**config.mk**
```make
export PLATFORM = sky130hd
export DESIGN_NAME = la_capture_ctrl
export DESIGN_NICKNAME = d
export VERILOG_FILES = /design/src/rtl/la_cap_pkg.sv /design/src/rtl/la_cap_ram.sv /design/src/rtl/la_capture_ctrl.sv
export SDC_FILE = /design/constraint.sdc
export NUM_CORES = 1
export LEC_CHECK = 0
export CAP_MARGIN = 20
export CORE_MARGIN = 2
export CORE_UTILIZATION = 40
export CTS_BUF_LIST = sky130_fd_sc_hd__clkbuf_2 sky130_fd_sc_hd__clkbuf_4 sky130_fd_sc_hd__clkbuf_8
export CTS_CLUSTER_DIAMETER = 40
export DETAILED_ROUTE_END_ITERATION = 8
export SLEW_MARGIN = 20
export SYNTH_ARGS = -nofsm -noshare
export SYNTH_HDL_FRONTEND = slang
export SYNTH_SLANG_ARGS = --single-unit
```
**constraint.sdc**
```tcl
create_clock -name sys_clk -period 3.76 [get_ports sys_clk]
set_input_delay 0.752 -clock sys_clk [delete_from_list [all_inputs] [get_ports sys_clk]]
set_output_delay 0.752 -clock sys_clk [all_outputs]
set_load 0.1 [all_outputs]
```
**src/rtl/la_cap_pkg.sv**
```systemverilog
// la_cap_pkg
// Shared types and constants for the logic-analyzer capture controller.
//   - la_state_e : capture sequencer states (IDLE, ARMED, POST, DONE)
//   - LA_DATA_W / LA_DEPTH_LOG2 : default probe width and buffer depth (log2)
//   - fill_w()   : width of the fill counter, wide enough to hold DEPTH itself
package la_cap_pkg;

  localparam int LA_DATA_W     = 8;
  localparam int LA_DEPTH_LOG2 = 6;

  typedef enum logic [1:0] {
    LA_IDLE  = 2'd0,
    LA_ARMED = 2'd1,
    LA_POST  = 2'd2,
    LA_DONE  = 2'd3
  } la_state_e;

  // The fill counter must represent 0..DEPTH inclusive, so one bit more
  // than the buffer address.
  function automatic int fill_w(input int depth_log2);
    return depth_log2 + 1;
  endfunction

endpackage

```
**src/rtl/la_cap_ram.sv**
```systemverilog
// la_cap_ram
// Simple dual-port synchronous RAM for the capture buffer: one write port,
// one read port with a registered output (1-cycle latency). Contents are
// not reset so the array maps onto block RAM.
// Ports:
//   clk    : clock
//   we     : write enable
//   waddr  : write address
//   wdata  : write data
//   re     : read enable; rdata updates only when re is high
//   raddr  : read address
//   rdata  : registered read data
module la_cap_ram #(
  parameter int DATA_W = 8,
  parameter int ADDR_W = 6
) (
  input  logic              clk,
  input  logic              we,
  input  logic [ADDR_W-1:0] waddr,
  input  logic [DATA_W-1:0] wdata,
  input  logic              re,
  input  logic [ADDR_W-1:0] raddr,
  output logic [DATA_W-1:0] rdata
);

  logic [DATA_W-1:0] mem [0:(1<<ADDR_W)-1];
  logic [DATA_W-1:0] rdata_reg;

  always_ff @(posedge clk) begin
    if (we) begin
      mem[waddr] <= wdata;
    end
    if (re) begin
      rdata_reg <= mem[raddr];
    end
  end

  assign rdata = rdata_reg;

endmodule

```
**src/rtl/la_capture_ctrl.sv**
```systemverilog
// la_capture_ctrl
// Logic-analyzer capture sequencer. Samples data_i into a circular buffer
// while armed, fires on a masked compare, stores post_cnt_i further samples
// and then freezes the buffer for indexed, oldest-first readout.
// Optional build macro: LA_EDGE_TRIG_EN -- trigger only on a rising edge of
// the compare match (previous sample did not match).
// Ports:
//   sys_clk, sys_rst      : clock, asynchronous active-high reset
//   data_i                : probe bus
//   arm_i, abort_i        : start capture / cancel (abort wins)
//   trig_mask_i/value_i   : masked compare trigger (mask bit 1 = compared)
//   post_cnt_i            : samples stored after the trigger sample
//   busy_o, triggered_o,
//   done_o                : status
//   valid_cnt_o, trig_pos_o : capture geometry, non-zero only while done_o
//   rd_en_i, rd_idx_i     : read request, index 0 = oldest sample
//   rd_data_o, rd_valid_o : read data, valid pulse one cycle after rd_en_i
module la_capture_ctrl
  import la_cap_pkg::*;
#(
  parameter int DATA_W     = LA_DATA_W,
  parameter int DEPTH_LOG2 = LA_DEPTH_LOG2
) (
  input  logic                  sys_clk,
  input  logic                  sys_rst,
  input  logic [DATA_W-1:0]     data_i,
  input  logic                  arm_i,
  input  logic                  abort_i,
  input  logic [DATA_W-1:0]     trig_mask_i,
  input  logic [DATA_W-1:0]     trig_value_i,
  input  logic [DEPTH_LOG2-1:0] post_cnt_i,
  output logic                  busy_o,
  output logic                  triggered_o,
  output logic                  done_o,
  output logic [DEPTH_LOG2:0]   valid_cnt_o,
  output logic [DEPTH_LOG2-1:0] trig_pos_o,
  input  logic                  rd_en_i,
  input  logic [DEPTH_LOG2-1:0] rd_idx_i,
  output logic [DATA_W-1:0]     rd_data_o,
  output logic                  rd_valid_o
);

  localparam int FW = fill_w(DEPTH_LOG2);
  localparam logic [FW-1:0] DEPTH_FILL = FW'(1 << DEPTH_LOG2);

  localparam logic [1:0] ST_IDLE  = LA_IDLE;
  localparam logic [1:0] ST_ARMED = LA_ARMED;
  localparam logic [1:0] ST_POST  = LA_POST;
  localparam logic [1:0] ST_DONE  = LA_DONE;

  logic [1:0]            state_reg,     state_next;
  logic [DEPTH_LOG2-1:0] wr_ptr_reg,    wr_ptr_next;
  logic [FW-1:0]         fill_reg,      fill_next;
  logic [DEPTH_LOG2-1:0] remaining_reg, remaining_next;
  logic [DEPTH_LOG2-1:0] trig_addr_reg, trig_addr_next;
  logic                  triggered_reg, triggered_next;
  logic                  busy_reg,      busy_next;
  logic                  done_reg,      done_next;
  logic [FW-1:0]         valid_cnt_reg, valid_cnt_next;
  logic [DEPTH_LOG2-1:0] trig_pos_reg,  trig_pos_next;
  logic                  rd_valid_reg;
  logic                  rd_zero_reg;

  logic                  match;
  logic                  trig_hit;
  logic                  ram_we;
  logic [DEPTH_LOG2-1:0] oldest;
  logic [DEPTH_LOG2-1:0] oldest_next;
  logic [DEPTH_LOG2-1:0] ram_raddr;
  logic [DATA_W-1:0]     ram_q;

  assign match = ((data_i ^ trig_value_i) & trig_mask_i) == '0;

`ifdef LA_EDGE_TRIG_EN
  logic prev_match_reg, prev_match_next;
  assign trig_hit = match & ~prev_match_reg;
`else
  assign trig_hit = match;
`endif

  always_comb begin
    state_next     = state_reg;
    wr_ptr_next    = wr_ptr_reg;
    fill_next      = fill_reg;
    remaining_next = remaining_reg;
    trig_addr_next = trig_addr_reg;
    triggered_next = triggered_reg;
    ram_we         = 1'b0;
`ifdef LA_EDGE_TRIG_EN
    prev_match_next = prev_match_reg;
`endif

    case (state_reg)
      ST_ARMED, ST_POST: begin
        ram_we      = 1'b1;
        wr_ptr_next = wr_ptr_reg + 1'b1;
        if (fill_reg != DEPTH_FILL) begin
          fill_next = fill_reg + 1'b1;
        end
        if (state_reg == ST_ARMED) begin
`ifdef LA_EDGE_TRIG_EN
          prev_match_next = match;
`endif
          if (trig_hit) begin
            trig_addr_next = wr_ptr_reg;
            triggered_next = 1'b1;
            state_next     = (remaining_reg == '0) ? ST_DONE : ST_POST;
          end
        end else begin
          // POST is only entered with remaining >= 1, so this write at
          // remaining == 1 is the final one.
          remaining_next = remaining_reg - 1'b1;
          if (remaining_reg == DEPTH_LOG2'(1)) begin
            state_next = ST_DONE;
          end
        end
      end
      default: begin
        // IDLE and DONE both accept a (re-)arm; ARMED/POST ignore it.
        if (arm_i) begin
          state_next     = ST_ARMED;
          wr_ptr_next    = '0;
          fill_next      = '0;
          triggered_next = 1'b0;
          remaining_next = post_cnt_i;
`ifdef LA_EDGE_TRIG_EN
          // Pretend the sample before arming matched so a level that is
          // already true cannot fire on the first ARMED sample.
          prev_match_next = 1'b1;
`endif
        end
      end
    endcase

    if (abort_i) begin
      state_next     = ST_IDLE;
      triggered_next = 1'b0;
    end
  end

  // Status outputs are registered from next-state values so they line up
  // with the state they describe.
  assign oldest_next    = wr_ptr_next - fill_next[DEPTH_LOG2-1:0];
  assign busy_next      = (state_next == ST_ARMED) || (state_next == ST_POST);
  assign done_next      = (state_next == ST_DONE);
  assign valid_cnt_next = done_next ? fill_next : '0;
  assign trig_pos_next  = done_next ? (trig_addr_next - oldest_next) : '0;

  // With fill == DEPTH the low bits are zero and oldest == wr_ptr, which is
  // exactly the slot about to be overwritten: the wrap case falls out free.
  assign oldest    = wr_ptr_reg - fill_reg[DEPTH_LOG2-1:0];
  assign ram_raddr = oldest + rd_idx_i;

  always_ff @(posedge sys_clk or posedge sys_rst) begin
    if (sys_rst) begin
      state_reg      <= ST_IDLE;
      wr_ptr_reg     <= '0;
      fill_reg       <= '0;
      remaining_reg  <= '0;
      trig_addr_reg  <= '0;
      triggered_reg  <= 1'b0;
      busy_reg       <= 1'b0;
      done_reg       <= 1'b0;
      valid_cnt_reg  <= '0;
      trig_pos_reg   <= '0;
      rd_valid_reg   <= 1'b0;
      rd_zero_reg    <= 1'b1;
    end else begin
      state_reg      <= state_next;
      wr_ptr_reg     <= wr_ptr_next;
      fill_reg       <= fill_next;
      remaining_reg  <= remaining_next;
      trig_addr_reg  <= trig_addr_next;
      triggered_reg  <= triggered_next;
      busy_reg       <= busy_next;
      done_reg       <= done_next;
      valid_cnt_reg  <= valid_cnt_next;
      trig_pos_reg   <= trig_pos_next;
      rd_valid_reg   <= rd_en_i;
      // Out-of-range or not-frozen reads return zero; the flag only moves
      // with a read so rd_data_o holds between reads.
      if (rd_en_i) begin
        rd_zero_reg <= (state_reg != ST_DONE) ||
                       ({1'b0, rd_idx_i} >= valid_cnt_reg);
      end
    end
  end

`ifdef LA_EDGE_TRIG_EN
  always_ff @(posedge sys_clk or posedge sys_rst) begin
    if (sys_rst) begin
      prev_match_reg <= 1'b1;
    end else begin
      prev_match_reg <= prev_match_next;
    end
  end
`endif

  la_cap_ram #(
    .DATA_W (DATA_W),
    .ADDR_W (DEPTH_LOG2)
  ) u_ram (
    .clk   (sys_clk),
    .we    (ram_we),
    .waddr (wr_ptr_reg),
    .wdata (data_i),
    .re    (rd_en_i),
    .raddr (ram_raddr),
    .rdata (ram_q)
  );

  assign busy_o      = busy_reg;
  assign triggered_o = triggered_reg;
  assign done_o      = done_reg;
  assign valid_cnt_o = valid_cnt_reg;
  assign trig_pos_o  = trig_pos_reg;
  assign rd_valid_o  = rd_valid_reg;
  assign rd_data_o   = rd_zero_reg ? '0 : ram_q;

endmodule

```
# Yosys cells after proc, flatten, opt, wreduce, memory -nomap -nowiden
# Memory sizes are Yosys's and may differ from the RTL's. A register that Yosys moved wholly into a read port is not among the register bits.
# Cells that the tools add are included.
# word_totals
ram_bits	512
regBits	45
mem_count	1
# mem_list
name	depth	width	rd	rd_clocked_by_memory_dff	write_ports	line	text
u_ram.mem	64	8	1	1	1	la_cap_ram.sv:26	logic [DATA_W-1:0] mem [0:(1<<ADDR_W)-1];
# op_classes
n_lt_le_gt_ge	1
n_bitwise	2
n_reduce_logical	9
n_mux	29
n_eq_ne	11
add_sub_neg	7
# op_table
operator	count
$mux W6	9
$mux W7	4
$sub A6 B6 Y6	3
$mux W2	6
$mux W1	9
$and A8 B8 Y8	1
$logic_not A8 Y1	1
$mux W8	1
$xor A8 B8 Y8	1
$add A7 B1 Y7 const B	1
$ge A6 B7 Y1	1
$ne A7 B7 Y1 const B	1
$add A6 B1 Y6 const B	1
$add A6 B6 Y6	1
$eq A2 B2 Y1 const B	3
$eq A6 B1 Y1 const B	1
$logic_not A6 Y1	1
$ne A3 B3 Y1 const B	2
$sub A6 B1 Y6 const B	1
$eq A2 B1 Y1 const B	2
$ne A2 B2 Y1 const B	2
$reduce_and A3 Y1	1
$reduce_bool A3 Y1	1
$logic_or A1 B1 Y1	2
3 further kinds	3

# Longest topological paths before layout
# Gate-level depths: netlist of run 1.
# depth
ltp_word	9
mapped_depth	18
depth_no_buf	18

# Hierarchy
# A second synthesis of run 1 with hierarchy kept.
# unflattened
hier_cells	1254
area_unflattened_um2	23299.8
# modules_own_cells
mod	cells_each	instances	area_per_inst_um2
la_cap_ram	940	1	20246.9
la_capture_ctrl	314	1	3052.9

# Least setup slack after synthesis of run 1
# OpenSTA, ideal clock, no wires.
# synth_path
kind	in2reg
startpoint	in trig_value_i[3]
endpoint	reg trig_pos_reg[5] (netlist: trig_pos_o[5])
cell_stages	15
setup_time_ps	119
t_required_ps	3641
setup_slack_ps	-227
arrival_ps	3868
cell_sequence	xor2_1 > a22oi_1 > nand3_1 > nor3_2 > mux2i_1 > fa_1 > inv_1 > ha_1 > a21o_1 > a21oi_1 > o21bai_1 > a21oi_1 > xnor3_1 > xor2_1 > and2_1
# synth_via
elab_chain_len	9
elab_cells_between_ends	13
# synth_lines
item	line	text
start: declaration	la_capture_ctrl.sv:30	input logic [DATA_W-1:0] trig_value_i,
$xor A8 B8 Y8 (*)	la_capture_ctrl.sv:72	assign match = ((data_i ^ trig_value_i) & trig_mask_i) == '0;
$and A8 B8 Y8 (*)	la_capture_ctrl.sv:72	
$logic_not A8 Y1 (*)	la_capture_ctrl.sv:72	
branches (longest 5 deep; another with $sub A6 B6 Y6)	--	
$mux W6 (*)	la_capture_ctrl.sv:147	assign trig_pos_next = done_next ? (trig_addr_next - oldest_next) : '0;
named net trig_pos_next[5]	la_capture_ctrl.sv:60	logic [DEPTH_LOG2-1:0] trig_pos_reg, trig_pos_next;
end signal: assignment	la_capture_ctrl.sv:178	trig_pos_reg <= trig_pos_next;
end: declaration	la_capture_ctrl.sv:60	
# Mark *: on every way through the listed nets, which the timed path passes.
# A chain may end at the register's enable or synchronous reset.

# Worst setup path after layout of run 1
# layout_path
startpoint	in rd_idx_i[1]
endpoint	reg u_ram.rdata_reg[0] (netlist: u_ram.rdata[0]) (read register of u_ram.mem) (data pin)
# layout_via
elab_chain_len	1
# layout_lines
item	line	text
start: declaration	la_capture_ctrl.sv:38	input logic [DEPTH_LOG2-1:0] rd_idx_i,
$add A6 B6 Y6	la_capture_ctrl.sv:152	assign ram_raddr = oldest + rd_idx_i;
end: declaration	la_cap_ram.sv:27	logic [DATA_W-1:0] rdata_reg;
# Every way passes these cells.

==> summary.txt, run 1 <==
Outcome
  • Status: complete, but fails checks
  • Violated checks: setup timing

Floorplan
  • # rows: 87
  • Total die area: 59,600 sq um
  • Core box area: 56,700 sq um
  • Initial Util: 40.7%
  • IO Pins: 66
  • Die width: 244 um
  • DIE HEIGHT: 244 um

Clocking
  • CTS root buffer: clkbuf_8
  • CTS tree: built
  • CTS H-tree lvls: 3
  • Clock latency on the worst-skew pair: 0.69 ns
  • Num CTS Buffers: 97
  • Clk slew on worst S/H paths: 0.06 ns
  • Clock Path Buffers: 3
  • CTS Hold Buffers Added: 0
  • Sink Count: 565

Placed design
  • Place WS: -1.21 ns
  • IO buf count: 65
  • HPWL Detailed: 34,300 um
  • Placer Congestion: 0.782

Global route
  • Initial antenna violation count: 3
  • First-pass GRT wire length: 80,200 um
  • Total grt overflow: 0
  • Pin count of the biggest net entering global routing: 65
  • Vias in the first global route: 12.6k
  • Global Route Usage Sum: 18.3%

Worst setup path
  • RR Endpoint: u_ram.rdata[0]$_DFFE_PP_
  • Worst reg2reg startpoint: fill_reg[1]$_DFF_PP0_
  • Critical Path End: u_ram.rdata[0]$_DFFE_PP_
  • Crit path kind: in -> reg
  • Crit Path Max Fanout: 9
  • R2R Setup Slk: 0.03 ns
  • WP data required: 4.20 ns
  • Critical Path AT: 4.21 ns
  • Critical Path Start: rd_idx_i[1]
  • Worst Setup Start Kind: input pin
  • Crit end category: flip-flop
  • Worst reg2reg path depth: 11

STA
  • Final hold slack: 0.439 ns
  • Setup slack after layout: -0.00753 ns
  • Slew margin rel.: 33.0%
  • Slew of the pin with the lowest slew margin: 1.00 ns
  • Final setup fails: 1
  • Crit share post-route: 100%
  • Fmax: 265 MHz
  • Setup Skew: 0.0401 ns
  • Final Max Slew Viols: 0
  • Final hold vios: 0
  • RSZ-0062 raised after global routing: yes
  • Setup_tns: -0.00753 ns
  • Fin crit period: 3.77 ns

Synthesis
  • Syn nets: 1,235
  • Seq cells post-synth: 565
  • Asr flop ratio synth: 7.96%
  • Syn Inst Count: 1,158
  • Sequential-to-total area share from yosys stat: 72.6%
  • Dominant synthesized flop cell: edfxtp_1
  • Post-Syn Area per Cell: 19.9 sq um
  • Synth Warn #: 0
  • Netlist cell types: 47
  • Synth Cell Area: 23,100 sq um
  • EDFF count, synth: 520

Final layout
  • Max reg flops: 512
  • ANT cells: 0
  • Syn-to-layout area delta: 21.0%
  • Nets: 1,486
  • Utilization after layout: 49.2%
  • Layout cell share with drive strength beyond 1: 33.8%

Route
  • DR vias: 11.7k
  • Wire per inst: 23.8 um
  • Via density per instance: 5.23
  • Final ANT Viol Nets: 0
  • WL final: 53,300 um
  • Residual DRC: 0
  • Drt initial violations: 950
  • TritonRoute pass-1 iters: 5

Min path
  • Worst hold path type: in -> reg

Power
  • Pwr dens: 908 nW/um^2
  • Maximum VDD drop: 0.000743 V
  • LEAKAGE: 0.00951 uW

Run
  • # Max-Cap Violations: 0
==> worst min path at each step <==
stage | slack (ns) | start | depth (start not counted) | to
floorplan | 0.45 | trig_addr_reg[0]$_DFF_PP0_ | 2 | trig_addr_reg[0]$_DFF_PP0_
global placement | 0.47 | trig_addr_reg[0]$_DFF_PP0_ | 2 | trig_addr_reg[0]$_DFF_PP0_
detailed placement | 0.48 | trig_addr_reg[0]$_DFF_PP0_ | 2 | trig_addr_reg[0]$_DFF_PP0_
CTS | 0.41 | data_i[7] | 1 | u_ram.mem[10][7]$_DFFE_PP_
global route | 0.41 | data_i[7] | 1 | u_ram.mem[10][7]$_DFFE_PP_
finish | 0.44 | data_i[7] | 1 | u_ram.mem[10][7]$_DFFE_PP_
==> worst max-delay path, stage by stage <==
cell and delay [ns]:
dlygate4sd2_1 0.26, inv_1 0.08, fa_1 0.55, inv_2 0.05
fa_4 0.87, buf_12 0.18, buf_12 0.13, buf_16 0.13
mux4_2 0.32, mux4_2 0.48, a211oi_2 0.24, buf_4 0.13
a21oi_1 0.03
==> through the flow <==
stage               std cells  cell area [sq um]  total power, uW
floorplan                1158              23100            14200
global placement         2055              25500            18200
detailed placement       2055              25500            18300
CTS                      2237              27900            25600
global route             2237              27900            26400
finish                   2237              27900            25300
==> layout by cell type, fill, tap and decap left out, types with 4 or more instances in the layout <==
master,Yosys,routed
dfrtp_1,44,44
inv_1,54,52
mux4_2,160,160
ha_1,26,25
bufinv_16,0,4
a21oi_1,22,17
and2_1,12,12
clkbuf_4,0,29
nand3_1,13,12
mux2i_1,19,10
clkbuf_8,0,97
a21o_1,4,4
nand2b_1,5,4
a211oi_2,0,5
nor2_1,89,89
fa_1,10,9
mux2i_4,0,8
clkdlybuf4s50_1,0,48
clkinv_1,0,23
xor2_1,13,13
edfxtp_1,520,520
nand2_1,19,19
o21ai_0,18,18
a21oi_2,0,5
buf_2,11,8
nor2b_1,20,19
clkinv_2,0,7
buf_4,10,120
buf_16,0,4
xnor2_1,13,11
buf_12,0,24
==> report_power, final <==
group	total, uW	switching, uW	internal (uW)	leakage (uW)
registers	7230	138	7090	0.00528
logic	12600	5740	6850	0.00323
clock network	5500	2500	3000	0.00100
==> cell families after synthesis <==
group | count (synthesis) | share of synthesized area, %
buffers and inverters | 107 | 2.09
multiplexers | 181 | 16.6
XOR/XNOR | 28 | 1.16
flip-flops | 565 | 72.6
AND/OR/NAND/NOR | 173 | 3.52
adder cells (fa/ha/maj) | 36 | 2.28
AO/OA/AOI/OAI | 68 | 1.78
==> cell usage after synthesis, drive strengths merged (3+ instances only) <==
cell type	n	area, sq um
xor2	13	114
o21bai	3	22.5
clkbuf	25	93.8
fa	10	200
nand2	19	71.3
nand3	13	65.1
edfxtp	520	15600
buf	28	186
mux2i	19	190
xnor2	14	130
a211oi	8	60.1
nor2	89	334
dfrtp	44	1100
o31ai	3	22.5
inv	54	203
ha	26	325
or3	3	18.8
nor2b	20	125
a21o	4	30.0
o21ai	18	90.1
and2	12	75.1
a21oi	22	110
a22oi	4	30.0
nand2b	5	31.3
mux4	160	3600
==> per-layer routing <==
metal / wire length, um / track usage (%)
met1: 22900 / 24.1
met2: 26000 / 29.9
met3: 3210 / 4.92
met4: 1200 / 5.67
met5: 13 / 0
==> repair_timing <==
item,CTS,global route
endpoints found under the hold margin,0,0
gates resized for setup,43,10
endpoints found under the setup margin,8,9
pin swaps,4,5
gates cloned,4,0
setup buffers,7,1
==> area by class of cell <==
class / instances / area (sq um)
fillers: 4668 / 28800
well taps: 756 / 946
flip-flops and latches: 565 / 16700
inverters: 54 / 204
multi-input cells: 486 / 6060
clock buffers: 126 / 1550
clock inverters: 45 / 373
repair buffers: 205 / 2020
(Power assumes the default switching activity.)
==> inputs of run 2 (changes only) <==
- GPL_TIMING_DRIVEN: not set -> 0
==> summary.txt, run 2 (synthesis results as in run 1) <==
Outcome
  • Status: finished clean

Worst setup path
  • RR Endpoint: u_ram.rdata[2]$_DFFE_PP_
  • Worst reg2reg path depth: 9
  • Crit end category: flip-flop
  • Critical Path AT: 4.11 ns
  • Worst Setup Start Kind: input pin
  • Crit path kind: in -> reg
  • Worst reg2reg startpoint: fill_reg[1]$_DFF_PP0_
  • WP data required: 4.16 ns
  • Crit Path Max Fanout: 10
  • R2R Setup Slk: 0.06 ns

Route
  • Wire per inst: 24.7 um
  • Via density per instance: 5.31
  • WL final: 53,500 um
  • TritonRoute pass-1 iters: 5
  • Drt initial violations: 1,055
  • DR vias: 11.5k
  • Final ANT Viol Nets: 0
  • Residual DRC: 0

Power
  • LEAKAGE: 0.00910 uW
  • Maximum VDD drop: 0.000601 V
  • Tot Pwr: 24,700 uW
  • Pwr dens: 904 nW/um^2

Placed design
  • Placed insts: 1,981
  • HPWL Detailed: 33,200 um
  • Placement Cell Area: 24,700 sq um
  • Placer Congestion: 0.774
  • IO buf count: 65

Clocking
  • CTS tree: built
  • Clock Path Buffers: 3
  • CTS root buffer: clkbuf_8
  • Num CTS Buffers: 97
  • CTS Hold Buffers Added: 0
  • Clk slew on worst S/H paths: 0.06 ns
  • Sink Count: 565
  • CTS H-tree lvls: 3
  • Clock latency on the worst-skew pair: 0.68 ns

Floorplan
  • Initial Util: 40.7%
  • DIE HEIGHT: 244 um
  • Die width: 244 um
  • # rows: 87
  • Core box area: 56,700 sq um
  • IO Pins: 66
  • Total die area: 59,600 sq um

Final layout
  • Fin cells: 2,166
  • Nets: 1,413
  • ANT cells: 0
  • Leading cell type in the layout, fill and taps excluded: edfxtp_1
  • Syn-to-layout area delta: 18.4%
  • Utilization after layout: 48.1%
  • Layout cell share with drive strength beyond 1: 30.1%
  • Max reg flops: 512
  • Final Instance Area: 27,300 sq um
  • Multi-input combinational cell area: 6000 sq um
  • Flip-flop and latch area: 16,700 sq um
  • Most frequent cells in the layout: edfxtp_1 (520), mux4_2 (160), clkbuf_8 (105)
  • # fillers: 4,640

STA
  • Fin crit period: 3.72 ns
  • Fmax: 269 MHz
  • Final setup fails: 0
  • Final hold vios: 0
  • Slew margin rel.: 33.4%
  • Final hold slack: 0.382 ns
  • Final Max Slew Viols: 0
  • Slew of the pin with the lowest slew margin: 0.996 ns
  • Setup Skew: 0.0383 ns
  • RSZ-0062 raised after global routing: yes
  • Crit share post-route: 98.8%

Global route
  • Global Route Usage Sum: 18.3%
  • Pin count of the biggest net entering global routing: 66
  • Vias in the first global route: 11.9k
  • Initial antenna violation count: 0
  • First-pass GRT wire length: 78,200 um
  • Total grt overflow: 0

Min path
  • Worst hold path type: in -> async

Run
  • # Max-Cap Violations: 0
-- run 2: cell count changes in the layout (fill, tap and decap cells not counted), moves of 6 or more --
| cell | change |
|---|---|
| buf_12 | -22 |
| mux2i_4 | -6 |
| clkbuf_1 | +8 |
| buf_8 | +8 |
| clkbuf_8 | +8 |
| buf_4 | -91 |
| buf_6 | +10 |
| clkinv_1 | -9 |
| clkdlybuf4s50_1 | +8 |
-- run 2: stage by stage --
step                      worst slack [ns]  TNS [ns]
after CTS                          0.00331         0
after global placement               -2.79    -45.27
final                               0.0440         0
after floorplan                     0.0426         0
after detailed placement             -1.56    -14.21
after global routing               -0.0133   -0.0133
-- run 2: how the worst max path moves through the flow --
stage / start / endpoint / slack [ns] / depth (start not counted)
finish: rd_idx_i[2] / u_ram.rdata[2]$_DFFE_PP_ / 0.04 / 13
global route: trig_value_i[3] / trig_pos_o[5]$_DFF_PP0_ / -0.01 / 16
CTS: wr_ptr_reg[0]$_DFF_PP0_ / u_ram.rdata[0]$_DFFE_PP_ / 0.003 / 12
detailed placement: rd_idx_i[1] / u_ram.rdata[1]$_DFFE_PP_ / -1.56 / 11
global placement: data_i[4] / trig_pos_o[5]$_DFF_PP0_ / -2.79 / 16
floorplan: rd_idx_i[1] / u_ram.rdata[0]$_DFFE_PP_ / 0.04 / 10
-- run 2: worst max-delay path, stage by stage --
cell             delay (ns)
clkdlybuf4s50_1        0.49
inv_1                  0.09
fa_1                   0.53
inv_1                  0.04
ha_1                   0.37
a21oi_2                0.24
xnor2_2                0.13
buf_4                  0.16
buf_4                  0.21
buf_4                  0.26
mux4_2                 0.41
mux2i_1                0.29
a21oi_1                0.12
-- run 2: cell type report --
class | count | share of cell area (%)
Clock buffer | 129 | 5.89
Clock inverter | 44 | 1.69
Multi-Input combinational cell | 486 | 22.0
Tap cell | 756 | 3.47
Buffer | 49 | 1.66
Inverter | 54 | 0.743
Sequential cell | 565 | 61.4
Timing Repair Buffer | 83 | 3.19
-- run 2: power breakdown --
group	internal [uW]	switching [uW]	total, uW
clock network	3410	2490	5900
registers	7090	99.4	7190
logic	5800	5780	11600
-- run 2: repair_timing --
action / CTS / global route
resized for setup: 80 / 29
pin swaps: 4 / 6
buffers inserted: 9 / 6
gates cloned: 1 / 0
endpoints found under the setup margin: 9 / 9
-- run 2: per-layer routing --
metal	global-route usage, %	share of wire (%)	up-vias
met2	28.6	48	407
li1	-	-	5002
met1	25.6	43	6028
met3	4.53	7.3	70
met4	5.22	1.7	0
met5	0	0	-
